**src/rtl/trig_pkg.sv**
```systemverilog
// Shared trigger-bit indices, record layout and record FSM states for the layer trigger recorder.
package trig_pkg;

    localparam int TRIG_BITS  = 8;
    localparam int TRIG_IDX_W = $clog2(TRIG_BITS);
    localparam int REC_TS_W   = 56;

    localparam int B_ALL_LAYERS = 0;
    localparam int B_COLUMN     = 1;
    localparam int B_SPREAD     = 2;
    localparam int B_ADJACENT   = 3;
    localparam int B_LAYER_THR  = 4;
    localparam int B_ANY_HIT    = 5;
    localparam int B_HIT_THR    = 6;
    localparam int B_EXTERNAL   = 7;

    typedef struct packed {
        logic [TRIG_BITS-1:0] bits;
        logic [REC_TS_W-1:0]  ts;
    } trig_rec_t;

    typedef enum logic [1:0] {
        REC_IDLE  = 2'd0,
        REC_OPEN  = 2'd1,
        REC_CLOSE = 2'd2
    } rec_state_e;

    // Index of the lowest set bit; 0 when the mask is empty.
    function automatic logic [TRIG_IDX_W-1:0] lowest_bit(input logic [TRIG_BITS-1:0] m);
        lowest_bit = '0;
        for (int i = TRIG_BITS - 1; i >= 0; i--) begin
            if (m[i]) lowest_bit = TRIG_IDX_W'(i);
        end
    endfunction

endpackage

```
**src/rtl/trig_record_fifo.sv**
```systemverilog
// First-word-fall-through record FIFO with valid/ready pop, occupancy count and sticky drop flag.
module trig_record_fifo
    import trig_pkg::*;
#(
    parameter int DEPTH = 8
) (
    input  logic                       clk_adc,
    input  logic                       nrst,
    input  logic                       clear,
    input  logic                       push,
    input  trig_rec_t                  push_rec,
    input  logic                       rd_ready,
    output logic                       rd_valid,
    output trig_rec_t                  head,
    output logic [$clog2(DEPTH):0]     count,
    output logic                       overflow
);

    localparam int AW = $clog2(DEPTH);
    localparam int CW = AW + 1;

    trig_rec_t        mem_q [DEPTH];
    logic [AW-1:0]    wr_q, rd_q;
    logic [CW-1:0]    count_q;
    logic             overflow_q;
    logic             full, empty, do_push, do_pop;

    assign full    = (count_q == CW'(DEPTH));
    assign empty   = (count_q == '0);
    assign do_pop  = rd_ready && !empty && !clear;
    // A full FIFO still accepts a push when the head leaves in the same cycle.
    assign do_push = push && !clear && (!full || do_pop);

    always_ff @(posedge clk_adc or negedge nrst) begin
        if (!nrst) begin
            wr_q       <= '0;
            rd_q       <= '0;
            count_q    <= '0;
            overflow_q <= 1'b0;
        end else if (clear) begin
            wr_q       <= '0;
            rd_q       <= '0;
            count_q    <= '0;
            overflow_q <= 1'b0;
        end else begin
            if (do_push) wr_q <= wr_q + 1'b1;
            if (do_pop)  rd_q <= rd_q + 1'b1;
            case ({do_push, do_pop})
                2'b10:   count_q <= count_q + 1'b1;
                2'b01:   count_q <= count_q - 1'b1;
                default: count_q <= count_q;
            endcase
            if (push && !do_push) overflow_q <= 1'b1;
        end
    end

    always_ff @(posedge clk_adc) begin
        if (do_push) mem_q[wr_q] <= push_rec;
    end

    assign rd_valid = !empty;
    assign head     = empty ? '0 : mem_q[rd_q];
    assign count    = count_q;
    assign overflow = overflow_q;

endmodule

```
**src/rtl/layer_trigger_recorder.sv**
```systemverilog
// Layer/bar coincidence trigger: stretchers, two-stage condition pipeline, per-bit deadtime,
// output pulse and a timestamped record FSM feeding the readout FIFO.
module layer_trigger_recorder
    import trig_pkg::*;
#(
    parameter int N_LAYERS   = 4,
    parameter int N_BARS     = 8,
    parameter int CNT_W      = 6,
    parameter int ACTIVE_MIN = 2,
    parameter int OUT_LEN    = 16,
    parameter int TS_W       = REC_TS_W,
    parameter int FIFO_DEPTH = 8
) (
    input  logic                          clk_adc,
    input  logic                          nrst,
    input  logic [N_LAYERS*N_BARS-1:0]    hit_in,
    input  logic                          ext_trig,
    input  logic                          daq_ready,
    input  logic                          pass_prescale,
    input  logic [TRIG_BITS-1:0]          trig_enable,
    input  logic [CNT_W-1:0]              coincidence_time,
    input  logic [7:0]                    dead_time,
    input  logic [7:0]                    layer_threshold,
    input  logic [7:0]                    hit_threshold,
    input  logic [TS_W-1:0]               timestamp,
    input  logic                          hold_record,
    input  logic                          clear,
    output logic                          trig_out,
    output logic                          rec_valid,
    input  logic                          rec_ready,
    output logic [TRIG_BITS-1:0]          rec_bits,
    output logic [TS_W-1:0]               rec_time,
    output logic [$clog2(FIFO_DEPTH):0]   rec_count,
    output logic                          overflow
);

    localparam int N_CH  = N_LAYERS * N_BARS;
    localparam int LC_W  = $clog2(N_BARS + 1);
    localparam int CC_W  = $clog2(N_LAYERS + 1);
    localparam int TC_W  = $clog2(N_CH + 1);
    localparam int OUT_W = $clog2(OUT_LEN + 1);

    logic [CNT_W-1:0]     cnt_q [N_CH];
    logic [N_CH-1:0]      active;
    logic [LC_W-1:0]      layer_sum [N_LAYERS], layer_cnt_q [N_LAYERS];
    logic [CC_W-1:0]      col_sum [N_BARS], col_cnt_q [N_BARS];
    logic [TC_W-1:0]      total_sum, total_cnt_q;
    logic [1:0]           ext_q;
    logic [N_LAYERS-1:0]  layer_hit;
    logic [CC_W-1:0]      n_layers;
    logic                 col3, spread, adj;
    logic [TRIG_BITS-1:0] flags_d, flags_q, fire, dead_nz;
    logic [7:0]           dead_q [TRIG_BITS];
    logic                 pulse_q;
    logic [OUT_W-1:0]     out_cnt_q;

    always_ff @(posedge clk_adc or negedge nrst) begin
        if (!nrst) begin
            for (int c = 0; c < N_CH; c++) cnt_q[c] <= '0;
        end else begin
            for (int c = 0; c < N_CH; c++) begin
                if (hit_in[c])           cnt_q[c] <= coincidence_time;
                else if (cnt_q[c] != '0) cnt_q[c] <= cnt_q[c] - 1'b1;
            end
        end
    end

    always_comb begin
        for (int c = 0; c < N_CH; c++) active[c] = int'(cnt_q[c]) > ACTIVE_MIN;
    end

    always_comb begin
        for (int l = 0; l < N_LAYERS; l++) layer_sum[l] = '0;
        for (int b = 0; b < N_BARS; b++)   col_sum[b]   = '0;
        total_sum = '0;
        for (int l = 0; l < N_LAYERS; l++) begin
            for (int b = 0; b < N_BARS; b++) begin
                if (active[l*N_BARS + b]) begin
                    layer_sum[l] = layer_sum[l] + 1'b1;
                    col_sum[b]   = col_sum[b] + 1'b1;
                    total_sum    = total_sum + 1'b1;
                end
            end
        end
    end

    always_comb begin
        n_layers = '0;
        col3     = 1'b0;
        spread   = 1'b0;
        adj      = 1'b0;
        for (int l = 0; l < N_LAYERS; l++) layer_hit[l] = (layer_cnt_q[l] != '0);
        for (int l = 0; l < N_LAYERS; l++) n_layers = n_layers + CC_W'(layer_hit[l]);
        for (int b = 0; b < N_BARS; b++) if (col_cnt_q[b] >= CC_W'(3)) col3 = 1'b1;
        for (int i = 0; i < N_LAYERS; i++) begin
            for (int j = i + 2; j < N_LAYERS; j++) if (layer_hit[i] && layer_hit[j]) spread = 1'b1;
        end
        for (int i = 0; i + 1 < N_LAYERS; i++) if (layer_hit[i] && layer_hit[i+1]) adj = 1'b1;
        flags_d               = '0;
        flags_d[B_ALL_LAYERS] = &layer_hit;
        flags_d[B_COLUMN]     = col3;
        flags_d[B_SPREAD]     = spread;
        flags_d[B_ADJACENT]   = adj;
        flags_d[B_LAYER_THR]  = int'(n_layers) >= int'(layer_threshold);
        flags_d[B_ANY_HIT]    = (total_cnt_q != '0);
        flags_d[B_HIT_THR]    = int'(total_cnt_q) > int'(hit_threshold);
        flags_d[B_EXTERNAL]   = ext_q[1];
    end

    // ext_trig takes two register stages so it meets the flags from hits sampled on the same edge.
    always_ff @(posedge clk_adc or negedge nrst) begin
        if (!nrst) begin
            for (int l = 0; l < N_LAYERS; l++) layer_cnt_q[l] <= '0;
            for (int b = 0; b < N_BARS; b++)   col_cnt_q[b]   <= '0;
            total_cnt_q <= '0;
            ext_q       <= '0;
            flags_q     <= '0;
        end else begin
            for (int l = 0; l < N_LAYERS; l++) layer_cnt_q[l] <= layer_sum[l];
            for (int b = 0; b < N_BARS; b++)   col_cnt_q[b]   <= col_sum[b];
            total_cnt_q <= total_sum;
            ext_q       <= {ext_q[0], ext_trig};
            flags_q     <= flags_d;
        end
    end

    always_comb begin
        for (int b = 0; b < TRIG_BITS; b++) dead_nz[b] = (dead_q[b] != '0);
    end

    assign fire = trig_enable & flags_q & ~dead_nz & {TRIG_BITS{daq_ready && pass_prescale}};

    // Only a fire with every bit out of deadtime starts a new output pulse.
    always_ff @(posedge clk_adc or negedge nrst) begin
        if (!nrst) begin
            for (int b = 0; b < TRIG_BITS; b++) dead_q[b] <= '0;
            pulse_q   <= 1'b0;
            out_cnt_q <= '0;
        end else begin
            for (int b = 0; b < TRIG_BITS; b++) begin
                if (fire[b])         dead_q[b] <= dead_time;
                else if (dead_nz[b]) dead_q[b] <= dead_q[b] - 1'b1;
            end
            pulse_q <= (|fire) && !(|dead_nz);
            if (pulse_q)                out_cnt_q <= OUT_W'(OUT_LEN);
            else if (out_cnt_q != '0)   out_cnt_q <= out_cnt_q - 1'b1;
        end
    end

    assign trig_out = (out_cnt_q != '0);

    rec_state_e                state_q, state_d;
    logic [TRIG_BITS-1:0]      bits_q, bits_d, pending_q, pending_d, open_mask;
    logic [TRIG_IDX_W-1:0]     first_q, first_d;
    logic [REC_TS_W-1:0]       ts_q, ts_d;
    logic                      push;
    trig_rec_t                 push_rec, head;

    assign open_mask = fire | pending_q;

    always_ff @(posedge clk_adc or negedge nrst) begin
        if (!nrst) state_q <= REC_IDLE;
        else       state_q <= state_d;
    end

    always_comb begin
        state_d = state_q;
        case (state_q)
            REC_IDLE:  if (|open_mask) state_d = REC_OPEN;
            REC_OPEN:  if (dead_q[first_q] == '0 && !hold_record) state_d = REC_CLOSE;
            REC_CLOSE: state_d = REC_IDLE;
            default:   state_d = REC_IDLE;
        endcase
        if (clear) state_d = REC_IDLE;
    end

    // A fire landing in the CLOSE cycle is parked in pending and opens the next record.
    always_comb begin
        bits_d    = bits_q;
        first_d   = first_q;
        ts_d      = ts_q;
        pending_d = pending_q;
        push      = 1'b0;
        case (state_q)
            REC_IDLE: begin
                if (|open_mask) begin
                    bits_d    = open_mask;
                    first_d   = lowest_bit(open_mask);
                    ts_d      = REC_TS_W'(timestamp);
                    pending_d = '0;
                end
            end
            REC_OPEN:  bits_d = bits_q | fire;
            REC_CLOSE: begin
                push      = 1'b1;
                pending_d = fire;
            end
            default: ;
        endcase
        if (clear) begin
            bits_d    = '0;
            pending_d = '0;
            push      = 1'b0;
        end
    end

    always_ff @(posedge clk_adc or negedge nrst) begin
        if (!nrst) begin
            bits_q    <= '0;
            first_q   <= '0;
            ts_q      <= '0;
            pending_q <= '0;
        end else begin
            bits_q    <= bits_d;
            first_q   <= first_d;
            ts_q      <= ts_d;
            pending_q <= pending_d;
        end
    end

    assign push_rec.bits = bits_q;
    assign push_rec.ts   = ts_q;

    trig_record_fifo #(.DEPTH(FIFO_DEPTH)) u_fifo (
        .clk_adc  (clk_adc),
        .nrst     (nrst),
        .clear    (clear),
        .push     (push),
        .push_rec (push_rec),
        .rd_ready (rec_ready),
        .rd_valid (rec_valid),
        .head     (head),
        .count    (rec_count),
        .overflow (overflow)
    );

    assign rec_bits = head.bits;
    assign rec_time = TS_W'(head.ts);

endmodule
```
**config.mk**
```make
export PLATFORM = sky130hd
export DESIGN_NAME = layer_trigger_recorder
export DESIGN_NICKNAME = d
export VERILOG_FILES = /design/src/rtl/trig_pkg.sv /design/src/rtl/trig_record_fifo.sv /design/src/rtl/layer_trigger_recorder.sv
export SDC_FILE = /design/constraint.sdc
export NUM_CORES = 1
export LEC_CHECK = 0
export BUFFER_PORTS_ARGS = -buffer_cell sky130_fd_sc_hd__buf_4
export CAP_MARGIN = 20
export CORE_MARGIN = 2
export CORE_UTILIZATION = 35
export DETAILED_ROUTE_END_ITERATION = 8
export SYNTH_ARGS = -nofsm -noshare
export SYNTH_HDL_FRONTEND = slang
export SYNTH_HIERARCHICAL = 1
export SYNTH_SLANG_ARGS = --single-unit
```
**constraint.sdc**
```tcl
create_clock -name clk_adc -period 19.89 [get_ports clk_adc]
set_input_delay 3.978 -clock clk_adc [delete_from_list [all_inputs] [get_ports clk_adc]]
set_output_delay 3.978 -clock clk_adc [all_outputs]
set_load 0.1 [all_outputs]
```
==> impl_results.md, run 1 <==
- IO Pins: 205
- Synth Register Bits: 918
- Post-CTS setup buffers: 0
- Fillcell total: 12500
- Total gr overflow: 0
- Total of warnings raised by yosys: 6
- Post-detail-place hpwl: 71100 um
- Syn Nets: 4207
- Initial core utilization: 35.3%
- Worst hold path class: register to register
- Fin. max-slew vios: 0
- DRT Pass-1 Iters: 5
- Area grow syn2layout: 14.9%
- Hold_buf cts: 0
- Setup TNS after final layout: 0 ns
- RSZ-0062 raised after global routing: false
- Final period util: 88.5%
- Die X-Extent: 371 um
- Min Hold Slack: 0.345 ns
- Worst setup EP type: register
- First-pass GRT wire length: 173000 um
- Max_cap viols: 0
- CORE AREA: 133000 um2
- Asr flop ratio synth: 44.2%
- Relative slew slack: 32.5%
- Largest net degree at the start of global routing: 108
- Fmax: 0.0568 GHz
- FP Rows: 134
- Startpoint types: register
- Die H: 371 um
- CP Max Fanout: 11
- CTS Sinks: 918
- Tmin final: 17.59 ns
- Buf/Inv on CP: 4
- Final Net Count: 4404
- Final Cell Area: 54100 um2
- PortBufs: 204
- WL final: 111000 um
- Mapped Area: 47100 um2
- Data required time of the worst path: 20.53 ns
- Synth cell types: 115
- Outcome: finished, final reports clean
- # setup viols final: 0
- Drt drc: 0
- CTS Root Cell: clkbuf_16
- Clk_skew: 0.0682 ns
- Top FF cell, synth: edfxtp_1
- CTS clock-pin slew for the worst setup and hold paths: 0.07 ns
- Post-DR vias/cell: 5.12
- Full die area: 137000 um2
- Layout cells sized above 1: 16.9%
- Crit path launch: cnt_q[184]
- CP delay by family, top: compound AO/OA/AOI/OAI gates
- FF-to-FF Start: cnt_q[184]
- Crit path largest cell delay: 0.52 ns
- Syn avg cell area: 12.1 um2
- Number of global-route vias before repair: 30100
- ANT nets after route: 0
- Crit path max-delay cell type: nor4_1
- Initial antenna violation count: 4
- TritonCTS clock tree: done
- Hold path start: ext_q[0]
- CP most frequent cell: ha_1
- Total CTS buffers: 101
- DR vias: 30500
- Max Buffers Root-to-Sink: 3
- Post-DP Area: 50500 um2
- EDFF count, synth: 512
- Sequential fraction of the synthesis area: 54.3%
- Synth Instances: 3899
- # H-tree levels: 3
- Wirelength per Cell: 18.6 um
- Hold violation total from the final report: 0
- GRT Total Usage: 16.1%
- Clk_lat worst skew: 0.77 ns
- Post-CTS sizing: 0
- Kind of critical path: register to register
- CP arrival: 18.24 ns
- Worst-Margin Slew: 1.00 ns
- GPL Wtd Cong: 0.835
- DR iter-0 viols: 2189
-- placed cells by master, fill, tap and decap left out, types with 11 or more instances in the layout --
| master | instances |
|---|---|
| nor2b_1 | 71 |
| a31oi_1 | 21 |
| a21boi_0 | 14 |
| a211oi_1 | 39 |
| nand2b_1 | 37 |
| mux2_2 | 92 |
| a21oi_1 | 185 |
| buf_4 | 246 |
| nor2_1 | 238 |
| o22ai_1 | 11 |
| or3_1 | 69 |
| nor4_1 | 29 |
| dfrtp_1 | 403 |
| nand2_1 | 411 |
| o21ai_0 | 224 |
| inv_1 | 152 |
| clkbuf_16 | 101 |
| o31ai_1 | 25 |
| a311oi_1 | 18 |
| nor3_1 | 131 |
| clkinv_1 | 19 |
| xnor2_1 | 197 |
| nor3b_1 | 15 |
| mux2i_1 | 90 |
| a21o_1 | 17 |
| nand3_1 | 61 |
| mux4_2 | 129 |
| clkinv_2 | 20 |
| bufinv_16 | 14 |
| clkbuf_1 | 22 |
| o21a_1 | 19 |
| a211o_1 | 11 |
| xor2_1 | 96 |
| nand4_1 | 14 |
| edfxtp_1 | 512 |
| and3_1 | 22 |
| and2_1 | 14 |
| ha_1 | 172 |
-- final timing paths --
check | endpoint | slack [ns] | cells past startpoint
setup / recovery | total_cnt_q[5] | 2.30 | 88
hold / removal | ext_q[1] | 0.34 | 0
setup reg to reg | total_cnt_q[5] | 2.30 | 88
hold reg to reg | ext_q[1] | 0.34 | 0
max in group asynchronous | dead_q[31] | 13.60 | 4
min in group asynchronous | cnt_q[87] | 3.23 | 1
-- routing by layer --
metal | vias to the layer above | part of all wire [%] | global-route usage, %
li1 | 14600 | - | -
met2 | 601 | 48 | 27.3
met1 | 15100 | 45 | 21.2
met3 | 151 | 5.0 | 2.93
met5 | - | 0.036 | 0
met4 | 6 | 2.1 | 4.06
-- registers in the layout (all words and copies together) (netlist names) --
signal and flops:
u_fifo/mem_q 512, cnt_q 192, dead_q 64, ts_q 56
col_cnt_q 24, layer_cnt_q 16, bits_q 8, flags_q 8
pending_q 8, total_cnt_q 6, out_cnt_q 5, u_fifo/count 4
first_q 3, u_fifo/rd_q 3, u_fifo/wr_q 3, ext_q 2
state_q 2, pulse_q 1, u_fifo/overflow 1
-- through the flow --
step           cells  setup slack [ns]  util (%)
5_1_grt         5952             0.573      40.5
6_report        5953              2.30      40.5
3_5_place_dp    5760              2.47      37.9
4_1_cts         5951              2.37      40.5
2_1_floorplan   3899              4.40         -
3_3_place_gp    5760              2.75      37.9
-- worst register-to-register path, delay by kind of cell, from the launching register on --
kind                     cells  cell delay [ns]
AO/OA/AOI/OAI               29             6.15
adder cells (fa/ha/maj)     16             4.74
AND/OR/NAND/NOR             23             2.75
XOR/XNOR                    12             2.24
multiplexers                 4             0.90
flip-flops                   1             0.40
buffers and inverters        4             0.32
-- cell type report --
class	instances	area (um2)	area share [%]
multi-input combinational	2661	20300	37.5
inverter	165	623	1.15
clock inverter	63	862	1.59
timing repair buffer	249	1890	3.49
clock buffer	128	2680	4.95
antenna	1	2.50	0.00463
sequential	918	25500	47.3
tap	1768	2210	4.09
-- Yosys cell counts (all sizes together) (37+ instances only) --
master,number,area share [%]
or3,70,0.94
inv,156,1.2
xor2,98,1.9
a21oi,185,2.0
edfxtp,512,33
nor2b,71,0.94
o21ai,231,2.5
mux4,129,6.2
mux2i,91,1.9
ha,172,4.6
xnor2,207,4.1
nand3,61,0.65
buf,46,0.59
a211oi,41,0.66
mux2,92,2.2
nand2b,37,0.49
dfrtp,406,22
nor2,239,1.9
nor3,135,1.5
nand2,413,3.3
clkbuf,109,0.94
-- cells by family (layout without fill, tap and decap cells) --
family,Yosys count,after routing,synth area share (%)
xor gates and xnor gates,325,325,6.95
AOI/OAI and AO/OA,675,675,8.90
other,0,1,0
muxes,312,312,10.3
adders and majority gates,174,174,4.66
and+or+nand+nor,1175,1175,12.1
DFF,918,918,54.3
buffers and inverters,320,605,2.85
Power of run 1 is left out: the tool's default activity adds up to more than one toggle a clock period on the data nets, which glitch-free logic cannot reach.
==> run 2, diff against run 1 <==
--- a/config.mk
+++ b/config.mk
@@ -7,7 +7,6 @@
 export LEC_CHECK = 0
 export BUFFER_PORTS_ARGS = -buffer_cell sky130_fd_sc_hd__buf_4
 export CAP_MARGIN = 20
-export CORE_MARGIN = 2
 export CORE_UTILIZATION = 35
 export DETAILED_ROUTE_END_ITERATION = 8
 export SYNTH_ARGS = -nofsm -noshare
==> impl_results.md, run 2 (same netlist as run 1, synthesis figures left out) <==
- Outcome: finished, final reports clean
- Post-detail-place hpwl: 72300 um (+1.7%)
- Fillcell total: 12600 (+0.048%)
- Kind of critical path: register to register
- CTS Root Cell: clkbuf_16
- R2R setup slack: 2.18 ns (-0.11 ns)
- Worst hold path class: register to register
- Largest net degree at the start of global routing: 85 (-21%)
- # setup viols final: 0 (unchanged)
- Hold_buf cts: 0 (unchanged)
- Total gr overflow: 0 (unchanged)
- Worst-Margin Slew: 1.10 ns (+0.0972 ns)
- TritonCTS clock tree: done
- Total CTS buffers: 104 (+3.0%)
- CP most frequent cell: ha_1
- CORE AREA: 133000 um2 (unchanged)
- Register with the most flip-flops: u_fifo/mem_q
- Hold violation total from the final report: 0 (unchanged)
- Post-CTS sizing: 0 (unchanged)
- Drt drc: 0 (unchanged)
- Regs by FF count: u_fifo/mem_q x512, cnt_q x192, dead_q x64
- Final period util: 89.0% (+0.56 points)
- WL final: 111000 um (+0.18%)
- Fin. max-slew vios: 0 (unchanged)
- Startpoint types: register
- Worst setup EP type: register
- Crit path max-delay cell type: nor4_1
- Die X-Extent: 369 um (-0.54%)
- CTS clock-pin slew for the worst setup and hold paths: 0.06 ns (about the same)
- PortBufs: 204 (unchanged)
- First-pass GRT wire length: 175000 um (+1.2%)
- IO Pins: 205 (unchanged)
- GPL Wtd Cong: 0.832 (-0.31%)
- ANT nets after route: 0 (unchanged)
- Most common cell after layout, fill and taps aside: edfxtp_1
- Initial antenna violation count: 8 (+4)
- CP Max Fanout: 11 (unchanged)
- Clk_skew: 0.0568 ns (-0.0114 ns)
- Most frequent cells in the layout: edfxtp_1 (512), nand2_1 (411), dfrtp_1 (403), buf_4 (250), nor2_1 (238)
- CP arrival: 18.30 ns (+0.06 ns)
- Setup TNS after final layout: 0 ns (unchanged)
- Max_cap viols: 0 (unchanged)
- Full die area: 136000 um2 (-1.1%)
- Crit path largest cell delay: 0.50 ns (-0.02 ns)
- Tmin final: 17.71 ns (+0.112 ns)
- Area grow syn2layout: 14.7%
- DR iter-0 viols: 1984 (-9.4%)
- RSZ-0062 raised after global routing: false
- DR vias: 30400 (-0.26%)
- FP Rows: 134 (unchanged)
- Post-CTS setup buffers: 0 (unchanged)
- Layout cells sized above 1: 16.7% (-0.23 points)
- # H-tree levels: 3 (unchanged)
- Initial core utilization: 35.3% (unchanged)
- Number of global-route vias before repair: 30600 (+1.7%)
- Max Buffers Root-to-Sink: 3 (unchanged)
- Data required time of the worst path: 20.48 ns (-0.05 ns)
- Relative slew slack: 26.6% (-6.0 points)
- Fmax: 0.0565 GHz (-0.63%)
- Final Net Count: 4409 (+0.11%)
- Wirelength per Cell: 18.7 um (+0.10%)
- GRT Total Usage: 16.4% (+0.31 points)
- Max reg flops: 512 (unchanged)
- DRT Pass-1 Iters: 5 (unchanged)
- CTS Sinks: 918 (unchanged)
- Clk_lat worst skew: 0.72 ns (-0.05 ns)
- Die H: 369 um (-0.54%)
- Post-DR vias/cell: 5.10 (-0.34%)
-- run 2: cell types whose count changed in the layout (fill, tap and decap cells not counted), moves of 3 or more --
cell / delta
bufinv_16: -6
clkinvlp_4: -3
buf_4: +4
clkinv_2: -7
clkbuf_1: +10
clkbuf_16: +3
clkbuf_8: +6
-- run 2: area by class of cell --
class | instances | area, um2 | area share, %
multi-input combinational | 2661 | 20300 | 37.5
sequential | 918 | 25500 | 47.3
tap | 1768 | 2210 | 4.10
clock inverter | 45 | 567 | 1.05
antenna | 3 | 7.51 | 0.0139
clock buffer | 147 | 2870 | 5.32
timing repair buffer | 251 | 1890 | 3.51
inverter | 165 | 623 | 1.15
-- run 2: worst max-delay path, delay by kind of cell (launching register included) --
kind	cells	cell delay, ns
multiplexers	4	0.92
flip-flops	1	0.40
XOR/XNOR	12	2.20
AO/OA/AOI/OAI	29	6.21
buffers and inverters	4	0.30
AND/OR/NAND/NOR	23	2.86
adder cells (fa/ha/maj)	16	4.69
-- run 2: final timing paths --
check                           start        endpoint  cells past startpoint
min reg2reg                  ext_q[1]      flags_q[7]                      0
min                          ext_q[1]      flags_q[7]                      0
max reg2reg                cnt_q[184]  total_cnt_q[5]                     88
min in group asynchronous        nrst      cnt_q[123]                      1
max                        cnt_q[184]  total_cnt_q[5]                     88
max in group asynchronous        nrst      dead_q[39]                      3
-- run 2: per-layer routing --
metal | global-route usage, % | vias to the layer above | part of all wire (%)
li1 | - | 14600 | -
met1 | 21.3 | 15000 | 44
met2 | 27.9 | 565 | 49
met3 | 3.44 | 140 | 5.1
met4 | 3.61 | 12 | 1.7
met5 | 0 | - | 0.062
-- run 2: per-stage QoR --
step                      std cells  area, um2  hold WS [ns]  utilization (%)  setup WS (ns)
final                          5958      54000         0.349             40.4           2.18
after global routing           5955      54000         0.369             40.4          0.554
after CTS                      5955      54000         0.353             40.4           2.30
after detailed placement       5763      50500         0.337             37.9           2.39
after global placement         5763      50500         0.334             37.9           2.77
after floorplan                3899      47100         0.331                -           4.40
Power of run 2 is left out for the same reason.
